==> config.mk <==
export PLATFORM = sky130hd
export DESIGN_NAME = imem_loader_flat
export DESIGN_NICKNAME = d
export VERILOG_FILES = /design/src/rtl/imem_loader_pkg.sv /design/src/rtl/imem_loader_if.sv /design/src/rtl/imem_word_packer.sv /design/src/rtl/imem_loader.sv /design/src/flat_wrapper.sv
export SDC_FILE = /design/constraint.sdc
export NUM_CORES = 1
export LEC_CHECK = 0
export CAP_MARGIN = 5
export CORE_MARGIN = 4
export CORE_UTILIZATION = 50
export CTS_CLUSTER_DIAMETER = 50
export CTS_CLUSTER_SIZE = 10
export DETAILED_ROUTE_END_ITERATION = 12
export PLACE_DENSITY = 0.78
export SLEW_MARGIN = 40
export SYNTH_ARGS = -nofsm -noshare
export SYNTH_HDL_FRONTEND = slang
export SYNTH_SLANG_ARGS = --single-unit
==> constraint.sdc <==
create_clock -name clk -period 3.14 [get_ports clk]
set_input_delay 0.314 -clock clk [delete_from_list [all_inputs] [get_ports clk]]
set_output_delay 0.314 -clock clk [all_outputs]
set_load 0.02 [all_outputs]
==> src/rtl/imem_loader_pkg.sv <==
// Shared CPU-wide definitions for the instruction-memory loader and PC path.
package imem_loader_pkg;

    localparam int unsigned INSTR_W         = 32;
    localparam int unsigned BYTE_W          = 8;
    localparam int unsigned BYTES_PER_INSTR = 4;
    localparam int unsigned IDX_W           = 2;
    localparam int unsigned PC_STEP         = 4;

    typedef enum logic [1:0] {
        ST_IDLE  = 2'd0,
        ST_LOAD  = 2'd1,
        ST_WRITE = 2'd2,
        ST_DONE  = 2'd3
    } loader_state_t;

endpackage

==> src/rtl/imem_loader_if.sv <==
// Byte-stream, memory-write and CPU-hold signals of the instruction loader.
interface imem_loader_if
    import imem_loader_pkg::*;
#(
    parameter int unsigned CNT_W = 16
) ();

    logic                 start;
    logic [CNT_W-1:0]     word_count;
    logic [BYTE_W-1:0]    byte_in;
    logic                 byte_valid;
    logic                 byte_ready;
    logic                 wr_en;
    logic [INSTR_W-1:0]   wr_addr;
    logic [INSTR_W-1:0]   wr_data;
    logic                 busy;
    logic                 done;
    logic                 cpu_hold;

    modport master (
        output start, word_count, byte_in, byte_valid,
        input  byte_ready, wr_en, wr_addr, wr_data, busy, done, cpu_hold
    );

    modport slave (
        input  start, word_count, byte_in, byte_valid,
        output byte_ready, wr_en, wr_addr, wr_data, busy, done, cpu_hold
    );

endinterface

==> src/rtl/imem_word_packer.sv <==
// Packs bytes little-endian into a 32-bit instruction word.
module imem_word_packer
    import imem_loader_pkg::*;
(
    input  logic               clk,
    input  logic               rst_n,
    input  logic               clr,
    input  logic               en,
    input  logic [BYTE_W-1:0]  byte_in,
    output logic [INSTR_W-1:0] word,
    output logic               word_done_c
);

    logic [IDX_W-1:0] idx;

    // The byte being accepted now completes the word.
    assign word_done_c = en && (idx == IDX_W'(BYTES_PER_INSTR - 1));

    // Byte index and word register; byte k lands in bits [8k+7:8k].
    always_ff @(posedge clk or negedge rst_n) begin
        if (!rst_n) begin
            idx  <= '0;
            word <= '0;
        end else if (clr) begin
            idx  <= '0;
            word <= '0;
        end else if (en) begin
            word[{idx, 3'b000} +: BYTE_W] <= byte_in;
            idx                           <= idx + IDX_W'(1);
        end
    end

endmodule

==> src/rtl/imem_loader.sv <==
// Loads a byte stream into instruction memory and holds the CPU until done.
module imem_loader
    import imem_loader_pkg::*;
#(
    parameter logic [INSTR_W-1:0] BASE_ADDR = 32'h0000_0000,
    parameter int unsigned        CNT_W     = 16
) (
    input  logic          clk,
    input  logic          rst_n,
    imem_loader_if.slave  bus
);

    loader_state_t      state;
    loader_state_t      state_nxt;
    logic [CNT_W-1:0]   words_left;
    logic [INSTR_W-1:0] wr_addr_q;
    logic [INSTR_W-1:0] wr_data_w;
    logic               byte_ready_q;
    logic               wr_en_q;
    logic               busy_q;
    logic               done_q;
    logic               cpu_hold_q;
    logic               byte_ready_nxt;
    logic               wr_en_nxt;
    logic               busy_nxt;
    logic               done_nxt;
    logic               cpu_hold_nxt;
    logic               start_ok;
    logic               accept;
    logic               word_done;

    assign start_ok = bus.start && ((state == ST_IDLE) || (state == ST_DONE));
    assign accept   = bus.byte_valid && byte_ready_q;

    imem_word_packer u_packer (
        .clk         (clk),
        .rst_n       (rst_n),
        .clr         (start_ok),
        .en          (accept),
        .byte_in     (bus.byte_in),
        .word        (wr_data_w),
        .word_done_c (word_done)
    );

    // State register.
    always_ff @(posedge clk or negedge rst_n) begin
        if (!rst_n) begin
            state <= ST_IDLE;
        end else begin
            state <= state_nxt;
        end
    end

    // Next-state logic; start is only honoured when not busy.
    always_comb begin
        state_nxt = state;
        case (state)
            ST_IDLE, ST_DONE: begin
                if (bus.start) begin
                    state_nxt = (bus.word_count != '0) ? ST_LOAD : ST_DONE;
                end
            end
            ST_LOAD: begin
                if (word_done) begin
                    state_nxt = ST_WRITE;
                end
            end
            ST_WRITE: begin
                state_nxt = (words_left == CNT_W'(1)) ? ST_DONE : ST_LOAD;
            end
            default: state_nxt = ST_IDLE;
        endcase
    end

    // Output decode from the upcoming state so the registered outputs track it.
    always_comb begin
        byte_ready_nxt = 1'b0;
        wr_en_nxt      = 1'b0;
        busy_nxt       = 1'b0;
        done_nxt       = 1'b0;
        cpu_hold_nxt   = 1'b1;
        case (state_nxt)
            ST_LOAD: begin
                byte_ready_nxt = 1'b1;
                busy_nxt       = 1'b1;
            end
            ST_WRITE: begin
                wr_en_nxt = 1'b1;
                busy_nxt  = 1'b1;
            end
            ST_DONE: begin
                done_nxt     = 1'b1;
                cpu_hold_nxt = 1'b0;
            end
            default: ;
        endcase
    end

    // Output registers.
    always_ff @(posedge clk or negedge rst_n) begin
        if (!rst_n) begin
            byte_ready_q <= 1'b0;
            wr_en_q      <= 1'b0;
            busy_q       <= 1'b0;
            done_q       <= 1'b0;
            cpu_hold_q   <= 1'b1;
        end else begin
            byte_ready_q <= byte_ready_nxt;
            wr_en_q      <= wr_en_nxt;
            busy_q       <= busy_nxt;
            done_q       <= done_nxt;
            cpu_hold_q   <= cpu_hold_nxt;
        end
    end

    // Write address and remaining-word counter; both advance as WRITE is left.
    always_ff @(posedge clk or negedge rst_n) begin
        if (!rst_n) begin
            wr_addr_q  <= BASE_ADDR;
            words_left <= '0;
        end else if (start_ok) begin
            wr_addr_q  <= BASE_ADDR;
            words_left <= CNT_W'(bus.word_count);
        end else if (state == ST_WRITE) begin
            wr_addr_q  <= wr_addr_q + INSTR_W'(PC_STEP);
            words_left <= words_left - CNT_W'(1);
        end
    end

    assign bus.byte_ready = byte_ready_q;
    assign bus.wr_en      = wr_en_q;
    assign bus.wr_addr    = wr_addr_q;
    assign bus.wr_data    = wr_data_w;
    assign bus.busy       = busy_q;
    assign bus.done       = done_q;
    assign bus.cpu_hold   = cpu_hold_q;

endmodule

==> src/flat_wrapper.sv <==
// flat-port wrapper written by rule: the top's interface ports become plain ports
module imem_loader_flat import imem_loader_pkg::*;
#(
    parameter logic [INSTR_W-1:0] BASE_ADDR = 32'h0000_0000,
    parameter int unsigned        CNT_W     = 16
)
  (clk, rst_n, bus_start, bus_word_count, bus_byte_in, bus_byte_valid, bus_byte_ready, bus_wr_en, bus_wr_addr, bus_wr_data, bus_busy, bus_done, bus_cpu_hold);
  imem_loader_if #(.CNT_W(CNT_W)) bus_i ();
  input  logic clk;
  input  logic rst_n;
  input wire logic [$bits(bus_i.start)-1:0] bus_start;
  input wire logic [$bits(bus_i.word_count)-1:0] bus_word_count;
  input wire logic [$bits(bus_i.byte_in)-1:0] bus_byte_in;
  input wire logic [$bits(bus_i.byte_valid)-1:0] bus_byte_valid;
  output wire logic [$bits(bus_i.byte_ready)-1:0] bus_byte_ready;
  output wire logic [$bits(bus_i.wr_en)-1:0] bus_wr_en;
  output wire logic [$bits(bus_i.wr_addr)-1:0] bus_wr_addr;
  output wire logic [$bits(bus_i.wr_data)-1:0] bus_wr_data;
  output wire logic [$bits(bus_i.busy)-1:0] bus_busy;
  output wire logic [$bits(bus_i.done)-1:0] bus_done;
  output wire logic [$bits(bus_i.cpu_hold)-1:0] bus_cpu_hold;
  assign bus_i.start = bus_start;
  assign bus_i.word_count = bus_word_count;
  assign bus_i.byte_in = bus_byte_in;
  assign bus_i.byte_valid = bus_byte_valid;
  assign bus_byte_ready = bus_i.byte_ready;
  assign bus_wr_en = bus_i.wr_en;
  assign bus_wr_addr = bus_i.wr_addr;
  assign bus_wr_data = bus_i.wr_data;
  assign bus_busy = bus_i.busy;
  assign bus_done = bus_i.done;
  assign bus_cpu_hold = bus_i.cpu_hold;
  imem_loader #(.BASE_ADDR(BASE_ADDR), .CNT_W(CNT_W)) u_core (.clk(clk), .rst_n(rst_n), .bus(bus_i));
endmodule
# --- After elaboration in Yosys (flattened, before gate mapping) ---
# Index checks and enable logic that the tools add are counted.
classes:
  shift: 2
  n_reduce_logical: 10
  n_addsub: 4
  n_mux: 19
  n_eq_ne: 8
ops:
  columns: ["operator", "count"]
  rows:
  - ["32-bit two-way mux", 4]
  - ["32-bit by 3-bit adder with 32-bit output, second input constant", 1]
  - ["32-bit bitwise mux", 1]
  - ["16-bit two-way mux", 2]
  - ["8-bit by 7-bit variable shift with 32-bit output, first input constant", 1]
  - ["8-bit by 7-bit variable part select with 32-bit output", 1]
  - ["16-bit by 1-bit == test with 1-bit output, second input constant", 1]
  - ["16-bit nonzero test", 1]
  - ["16-bit by 1-bit subtractor with 16-bit output, second input constant", 1]
  - ["2-bit two-way mux", 6]
  - ["2-bit == test, second input constant", 5]
  - ["5-bit negation with 7-bit output", 1]
  - ["2-bit one-hot mux with 3 select lines", 1]
  - ["1-bit two-way mux", 5]
  - ["2-bit by 1-bit == test with 1-bit output, second input constant", 2]
  - ["2-bit nonzero test", 2]
  - ["2-bit OR reduction", 2]
  - ["1-bit logical AND", 3]
  - ["2-bit by 1-bit adder with 2-bit output, second input constant", 1]
  - ["2-bit logical NOT", 1]
  - ["1-bit logical OR", 1]
word_totals:
  reg_bits: 89
  out_inout_bits: 69

# --- Logic depth before layout (Yosys ltp) ---
# Gate-level depths: netlist of the first run.
depth:
  depth_word: 7
  depth_mapped: 8
  ltp_nobuf: 8

# --- By module ---
# From an unflattened synthesis of the first run, not the netlist that was laid out.
unflattened:
  cells_unflattened: 413
  hier_area_um2: 4320.4
modules_own_cells:
  columns: ["mod", "area_per_inst_um2", "n_inst", "seq_area_each_um2", "cells_per_inst"]
  rows:
  - ["imem_loader", 2861.5, 1, 1327.5, 307]
  - ["imem_word_packer", 1458.9, 1, 850.8, 106]

# --- Worst setup path before layout of the first run ---
# OpenSTA, ideal clock, no wires.
synth_timing:
  kind: "register to register"
  from: "reg u_core.wr_addr_q[2] (netlist: u_core.bus.wr_addr[2])"
  to: "reg u_core.wr_addr_q[30] (netlist: u_core.bus.wr_addr[30])"
  setup_slack_ps: 1112
  synth_period_minus_slack_ps: 2028
  arrival_time_ps: 1950
  path_stages_with_launch: 7
  setup_time_ps: 78
  n_path_buf: 1
  required_time_ps: 3062
  cell_sequence: "dfrtp_1 -> ha_1 -> nand2_1 -> or3_1 -> buf_2 -> or4_1 -> a21oi_1"
synth_via:
  elab_chain_cells: 3
synth_rtl:
  columns: ["item", "line_no", "text"]
  rows:
  - ["from (decl)", "imem_loader.sv:16", "logic [INSTR_W-1:0] wr_addr_q;"]
  - ["from (signal assigned)", "imem_loader.sv:125", "wr_addr_q <= wr_addr_q + INSTR_W'(PC_STEP);"]
  - ["32-bit by 3-bit adder with 32-bit output", "imem_loader.sv:125", null]
  - ["32-bit two-way mux", "imem_loader.sv:124", "end else if (state == ST_WRITE) begin"]
  - ["32-bit two-way mux", "imem_loader.sv:121", "end else if (start_ok) begin"]
# No other way between the ends. The select of a mux whose other input is x is not followed.
# A chain may end at the register's enable or synchronous reset.

# --- Worst setup path after layout of the first run ---
layout_timing:
  from: "reg u_core.state[0]"
  to: "reg u_core.wr_addr_q[24] (netlist: u_core.bus.wr_addr[24])"
layout_via:
  elab_chain_cells: 4
layout_rtl:
  columns: ["item", "line_no", "text"]
  rows:
  - ["from (decl)", "imem_loader.sv:13", "loader_state_t state;"]
  - ["from (signal assigned)", "imem_loader.sv:50", "state <= state_nxt;"]
  - ["2-bit == test / 2-bit logical NOT (equally long branches)", "imem_loader.sv:32", "assign start_ok = bus.start && ((state == ST_IDLE) || (state == ST_DONE));"]
  - ["1-bit logical OR", "imem_loader.sv:32", null]
  - ["1-bit logical AND", "imem_loader.sv:32", null]
  - ["32-bit two-way mux / 2-bit nonzero test (equally long branches)", null, null]
# Parallel ways exist; a longest one is shown, timed or not.

==> impl_metrics.tcl, run 1 <==
set metrics [dict create \
    initial_utilization_pct 52.6 \
    grt.overflow.total 0 \
    syn_avg_cell_area_um2 10.6 \
    seqPwrFrac_pct 41.0 \
    synth-edff-count 0 \
    netlist_area_mm2 0.00415 \
    fmax_ghz 0.423 \
    layout_commonest_cell "clkdlybuf4s50_1" \
    ys_ff_latch 87 \
    wire_per_inst_um 16.8 \
    p_comb_share_pct 35.1 \
    synth.distinct_cells 43 \
    status "completed" \
    relSlewSlack_pct 43.8 \
    skew_ps 9.15 \
    grt_pass1_vias 3357 \
    async_flop_share_pct 100 \
    switchingPower_uw 1410 \
    numPortBuffers 94 \
    grt_max_degree 88 \
    critPathCaptureType "flip-flop" \
    rows 32 \
    clkTransAtPathRegs_ps 90 \
    synthFlopType "dfrtp_1" \
    diodes 0 \
    ctsHtreeMaxLevel 3 \
    initialDrtViolationCount 230 \
    critPathSlowestCell "or3_1" \
    num_io_pins 97 \
    dieArea_mm2 0.00981 \
    gr-usage-all-layers_pct 21.0 \
    setup_tns_ps 0 \
    whs_ps 509 \
    synthCells 391 \
    synth_seq_area_share_pct 52.5 \
    root_buffer "clkbuf_8" \
    cts.sinks 87 \
    tightest_slew_ps 843 \
    fin_crit_sh_pct 75.3 \
    syn_to_final_growth_pct 31.2 \
    dp_hpwl_um 7070 \
    worstPathArrival_ps 2650 \
    drt_pass1_iterations 4 \
    crit_chain "inv_1 > ha_1 > buf_4 > nand2_1 > or3_1 > or4_1 > a21oi_1" \
    remaining_drc_errors 0 \
    gp_congestion 0.794 \
    min_period_ps 2360 \
    hold_viol_final 0 \
    clockBufferDepth 2 \
    cell_internal_pwr_uw 2330 \
    rsz0062_at_grt "false" \
    finalMaxSlewViolations 0 \
    viasPerCell 5.81 \
    die_h_um 99.1 \
    setup_viol 0 \
    nets 531 \
    num_vias 3464 \
    peakVddDrop_mv 0.338 \
    fillers 593 \
    ant_nets 0 \
    yosysWarnings 0 \
    die_w_um 99.1 \
    post_cts_buffers 0 \
    grt_antenna_before_repair 0 \
    core_mm2 0.00789 \
    cts_inserted_buffers 9 \
    worst_ep_required_time_ps 3420 \
    max_stage_delay_ps 550 \
    grt_pass1_wl_um 16800 \
    final_cell_mix "93 x clkdlybuf4s50_1, 86 x dfrtp_1, 37 x nand2_1" \
    cp_max_fo 15 \
    final_layout_size_suffix_gt1_share_pct 6.68 \
    pwr-share-clk_pct 23.9 \
    p_leak_uw 0.00224 \
    clk_latency_ps 360 \
    path_class "reg2reg" \
    cts_tree "yes" \
    hold_class "reg2reg" \
    swShare_pct 37.7 \
    drv_cap 0 \
    crit_path_start_kind "flip-flop" \
    wirelength_um 10000 \
    p_per_area_mw_per_mm2 687 \
]
-- cells by family (layout without fill, tap and decap cells) --
| kind of cell | count (synthesis) | after routing | share of synthesized area, % |
|---|---|---|---|
| and+or+nand+nor | 136 | 136 | 18.3 |
| AOI/OAI and AO/OA | 93 | 93 | 15.3 |
| DFF | 87 | 87 | 52.5 |
| buffers and inverters | 30 | 132 | 3.20 |
| xor gates and xnor gates | 28 | 28 | 5.91 |
| adders and majority gates | 14 | 14 | 4.22 |
| muxes | 2 | 2 | 0.483 |
| other | 1 | 2 | 0.0904 |
-- timing repair --
item	in CTS	in global routing
hold buffers	1	0
hold endpoints to repair	15	0
resized for setup	0	0
-- layout make-up --
class	count	area, µm²	area share [%]
clock buffer	9	124	2.28
clock inverter	7	103	1.89
inverter	14	52.6	0.966
multi-input combinational	275	1840	33.8
sequential	87	2180	40.1
tap	102	128	2.35
timing repair buffer	102	1010	18.6
-- through the flow --
stage / worst slack, ps / area [µm²] / util (%) / total power, µW / std cells
final: 776 / 5440 / 69.0 / 3730 / 596
after global routing: 645 / 5440 / 69.0 / 3980 / 596
after CTS: 795 / 5440 / 69.0 / 3750 / 596
after detailed placement: 815 / 5200 / 66.0 / 2860 / 579
after global placement: 883 / 5200 / 66.0 / 2800 / 579
after floorplan: 1110 / 4150 / - / 2370 / 392
-- power groups by stage --
stage	logic (µW)	clock network, µW	registers, µW
after detailed placement	1310	0	1550
after floorplan	747	0	1620
after global routing	1470	950	1560
after CTS	1320	902	1530
final	1310	891	1530
after global placement	1260	0	1540
-- final timing paths --
| kind | startpoint | to | slack (ps) | cells past startpoint |
|---|---|---|---|---|
| max | u_core.state[0] | u_core.bus.wr_addr[24] | 780 | 7 |
| min in group asynchronous | rst_n | u_core.words_left[14] | 520 | 3 |
| min reg2reg | u_core.u_packer.word[29] | u_core.u_packer.word[29] | 510 | 1 |
| max in group asynchronous | rst_n | u_core.words_left[15] | 2240 | 3 |
| max reg2reg | u_core.state[0] | u_core.bus.wr_addr[24] | 780 | 7 |
| min | u_core.u_packer.word[29] | u_core.u_packer.word[29] | 510 | 1 |
-- critical path, delay by kind of cell, from the launching register on --
| kind | cells | cell delay (ps) |
|---|---|---|
| AO/OA/AOI/OAI | 1 | 160 |
| adder cells (fa/ha/maj) | 1 | 160 |
| buffers and inverters | 2 | 300 |
| flip-flops | 1 | 400 |
| AND/OR/NAND/NOR | 3 | 1280 |
-- state kept, by name, indices dropped and copies added, names as in the netlist --
signal                 flops
u_core.bus.wr_en           1
u_core.bus.cpu_hold        1
u_core.bus.wr_addr        30
u_core.bus.byte_ready      1
u_core.u_packer.idx        2
u_core.u_packer.word      32
u_core.state               2
u_core.bus.busy            1
u_core.words_left         16
u_core.bus.done            1
-- synthesized netlist by cell type (all sizes together) (2+ instances only) --
master | number | area [µm²]
nor4 | 11 | 81.3
or3 | 6 | 42.5
nor2 | 24 | 90.1
and2 | 3 | 18.8
buf | 6 | 42.5
o221ai | 2 | 17.5
inv | 14 | 52.6
nand3 | 9 | 45.0
o31ai | 12 | 90.1
a21oi | 21 | 105
nand2 | 37 | 139
nand4b | 2 | 17.5
or4 | 10 | 75.1
nand3b | 3 | 22.5
nand4 | 10 | 68.8
dfrtp | 86 | 2150
and4 | 4 | 35.0
xnor2 | 15 | 131
nor3 | 8 | 40.0
ha | 14 | 175
o21ai | 21 | 105
clkbuf | 10 | 37.5
o21a | 2 | 15.0
xor2 | 13 | 114
a31oi | 3 | 18.8
mux2i | 2 | 20.0
and3 | 3 | 18.8
a22o | 30 | 263
nor4b | 2 | 30.0
-- routing by layer --
layer  global-route usage (%)  vias up  wire, µm
li1                         -     1625         -
met4                     6.41        0       155
met1                     28.9     1706      4370
met5                        0        -         0
met3                     4.39       16       648
met2                     33.5      117      4830
(Power assumes the default switching activity.)
==> run 2, diff against run 1 <==
--- a/config.mk
+++ b/config.mk
@@ -7,11 +7,11 @@
 export LEC_CHECK = 0
 export CAP_MARGIN = 5
 export CORE_MARGIN = 4
-export CORE_UTILIZATION = 50
+export CORE_UTILIZATION = 45
 export CTS_CLUSTER_DIAMETER = 50
 export CTS_CLUSTER_SIZE = 10
 export DETAILED_ROUTE_END_ITERATION = 12
-export PLACE_DENSITY = 0.78
+export PLACE_DENSITY = 0.74
 export SLEW_MARGIN = 40
 export SYNTH_ARGS = -nofsm -noshare
 export SYNTH_HDL_FRONTEND = slang
==> constraint.sdc (replaced) <==
create_clock -name clk -period 2.1 [get_ports clk]
set_input_delay 0.21 -clock clk [delete_from_list [all_inputs] [get_ports clk]]
set_output_delay 0.21 -clock clk [all_outputs]
set_load 0.02 [all_outputs]
==> run 2 against run 1 <==
  * Sequential cell count stayed put
  * Global-route usage is 1.6 points lower
  * Fmax is 20% higher
  * Sequential power is 48% higher
  * First-iteration DRC count is 37% lower
  * Cell count is 4.9% higher
  * Register-to-register slack worse by 640 ps
  * Combinational power is 61% higher
  * Non-clock buffer count is 23 higher
  * Critical path type unchanged
  * Highest routed layer unchanged
==> impl_metrics.tcl, run 2 (same netlist as run 1, synthesis figures left out) <==
set metrics [dict create \
    path_class "reg2reg" \
    gp_congestion 0.773 \
    nets 554 \
    relSlewSlack_pct 51.7 \
    stdcell_count 625 \
    die_h_um 104 \
    clockBufferDepth 2 \
    clk_latency_ps 350 \
    status "completed" \
    cp_max_fo 9 \
    largest_reg_flops 32 \
    post-place-ws_ps 54.5 \
    seq_area_mm2 0.00218 \
    reg2reg_from "u_core.state[0]" \
    core_mm2 0.00885 \
    die_w_um 104 \
    num_io_pins 97 \
    initialDrtViolationCount 145 \
    drt_pass1_iterations 4 \
    reg2regPathDepth 6 \
    num_vias 3515 \
    rows 34 \
    tightest_slew_ps 725 \
    ant_nets 0 \
    skew_ps 11.1 \
    peakVddDrop_mv 0.572 \
    critPathSlowestCell "or4_1" \
    worst_ep_required_time_ps 2370 \
    crit_chain "inv_1 > ha_2 > nand2_1 > or3_4 > or4_1 > a21oi_1" \
    critPathCaptureType "flip-flop" \
    fillers 761 \
    final_cell_mix "93 x clkdlybuf4s50_1, 86 x dfrtp_1, 37 x nand2_1" \
    final_layout_size_suffix_gt1_share_pct 11.2 \
    dpl-instance-area_mm2 0.00537 \
    layout_commonest_cell "clkdlybuf4s50_1" \
    diodes 0 \
    p_leak_uw 0.00234 \
    crit_family "simple AND/OR/NAND/NOR gates" \
    p_per_area_mw_per_mm2 988 \
    crit_path_start_kind "flip-flop" \
    cts.sinks 87 \
    worst_slack_ps 138 \
    placedCellCount 606 \
    fin_crit_sh_pct 93.4 \
    largest_register "u_core.u_packer.word" \
    min_period_ps 1960 \
    grt_pass1_wl_um 17400 \
    finalMaxSlewViolations 0 \
    syn_to_final_growth_pct 35.0 \
    cts_inserted_buffers 9 \
    grt.overflow.total 0 \
    wire_per_inst_um 16.3 \
    fmax_ghz 0.510 \
    grt_pass1_vias 3584 \
    hold_viol_final 0 \
    ctsHtreeMaxLevel 3 \
    worstPathBufferInverterCount 1 \
    grt_antenna_before_repair 0 \
    initial_utilization_pct 46.9 \
    r2r_end "u_core.bus.wr_addr[28]" \
    clkTransAtPathRegs_ps 90 \
    r2r_slack_ps 140 \
    max_stage_delay_ps 490 \
    final_cell_area_mm2 0.00560 \
    grt_max_degree 58 \
    whs_ps 360 \
    dieArea_mm2 0.0108 \
    hold_class "in2async" \
    wirelength_um 10200 \
    drv_cap 0 \
    crit_cells 6 \
    worstPathArrival_ps 2230 \
    setup_tns_ps 0 \
    numPortBuffers 94 \
    gr-usage-all-layers_pct 19.4 \
    viasPerCell 5.62 \
    remaining_drc_errors 0 \
    multiInputGateArea_mm2 0.00185 \
    setup_viol 0 \
    cts_tree "yes" \
    root_buffer "clkbuf_8" \
    dp_hpwl_um 7370 \
]
[run 2: where the power goes]
part | internal [µW] | switching [µW] | total, µW
sequential | 2010 | 259 | 2260
combinational | 897 | 1210 | 2110
clock | 552 | 609 | 1160
total | 3450 | 2080 | 5530
[run 2: timing repair]
item                                    in CTS  in global routing
hold endpoints to repair                    38                  0
resized for setup                            0                  2
endpoints found under the setup margin       0                 10
buffers inserted                             0                  2
hold buffers                                 1                  0
[run 2: worst max path at each step]
stage,startpoint,endpoint
2_1_floorplan,u_core.bus.wr_addr[2],u_core.bus.wr_addr[30]
3_3_place_gp,u_core.state[0],u_core.bus.wr_addr[24]
3_5_place_dp,u_core.state[0],u_core.bus.wr_addr[24]
4_1_cts,u_core.state[0],u_core.bus.wr_addr[28]
5_1_grt,u_core.state[0],u_core.bus.wr_addr[20]
6_report,u_core.state[0],u_core.bus.wr_addr[28]
[run 2: final cells by class]
type / instances / area share [%]
Tap cell: 108 / 2.41
Clock inverter: 7 / 1.32
Clock buffer: 9 / 2.21
Inverter: 14 / 0.939
Timing Repair Buffer: 125 / 21.2
Sequential cell: 87 / 38.9
Multi-Input combinational cell: 275 / 33.0
[run 2: worst reg2reg max path: stages, from the launching register on]
cell and delay (ps):
dfrtp_1 390, inv_1 110, ha_2 220, nand2_1 90, or3_4 430, or4_1 490, a21oi_1 170
[run 2: through the flow]
step / utilization (%) / total power [µW]
3_5_place_dp: 60.7 / 4400
3_3_place_gp: 60.7 / 4310
6_report: 63.3 / 5530
2_1_floorplan: - / 3540
5_1_grt: 63.3 / 5910
4_1_cts: 63.0 / 5570
[run 2: per-layer routing]
layer	wire length [µm]	part of all wire, %	track usage, %	vias to the layer above
li1	-	-	-	1666
met1	4600	45	24.8	1727
met2	4830	48	32.0	107
met5	0	0	0	-
met4	177	1.7	7.31	0
met3	556	5.5	4.47	15
==> run 3, diff against run 2 <==
--- a/config.mk
+++ b/config.mk
@@ -11,6 +11,7 @@
 export CTS_CLUSTER_DIAMETER = 50
 export CTS_CLUSTER_SIZE = 10
 export DETAILED_ROUTE_END_ITERATION = 12
+export GPL_TIMING_DRIVEN = 1
 export PLACE_DENSITY = 0.74
 export SLEW_MARGIN = 40
 export SYNTH_ARGS = -nofsm -noshare
==> results of run 3 <==
The final DEF is identical to that of run 2; final timing and power are the same.
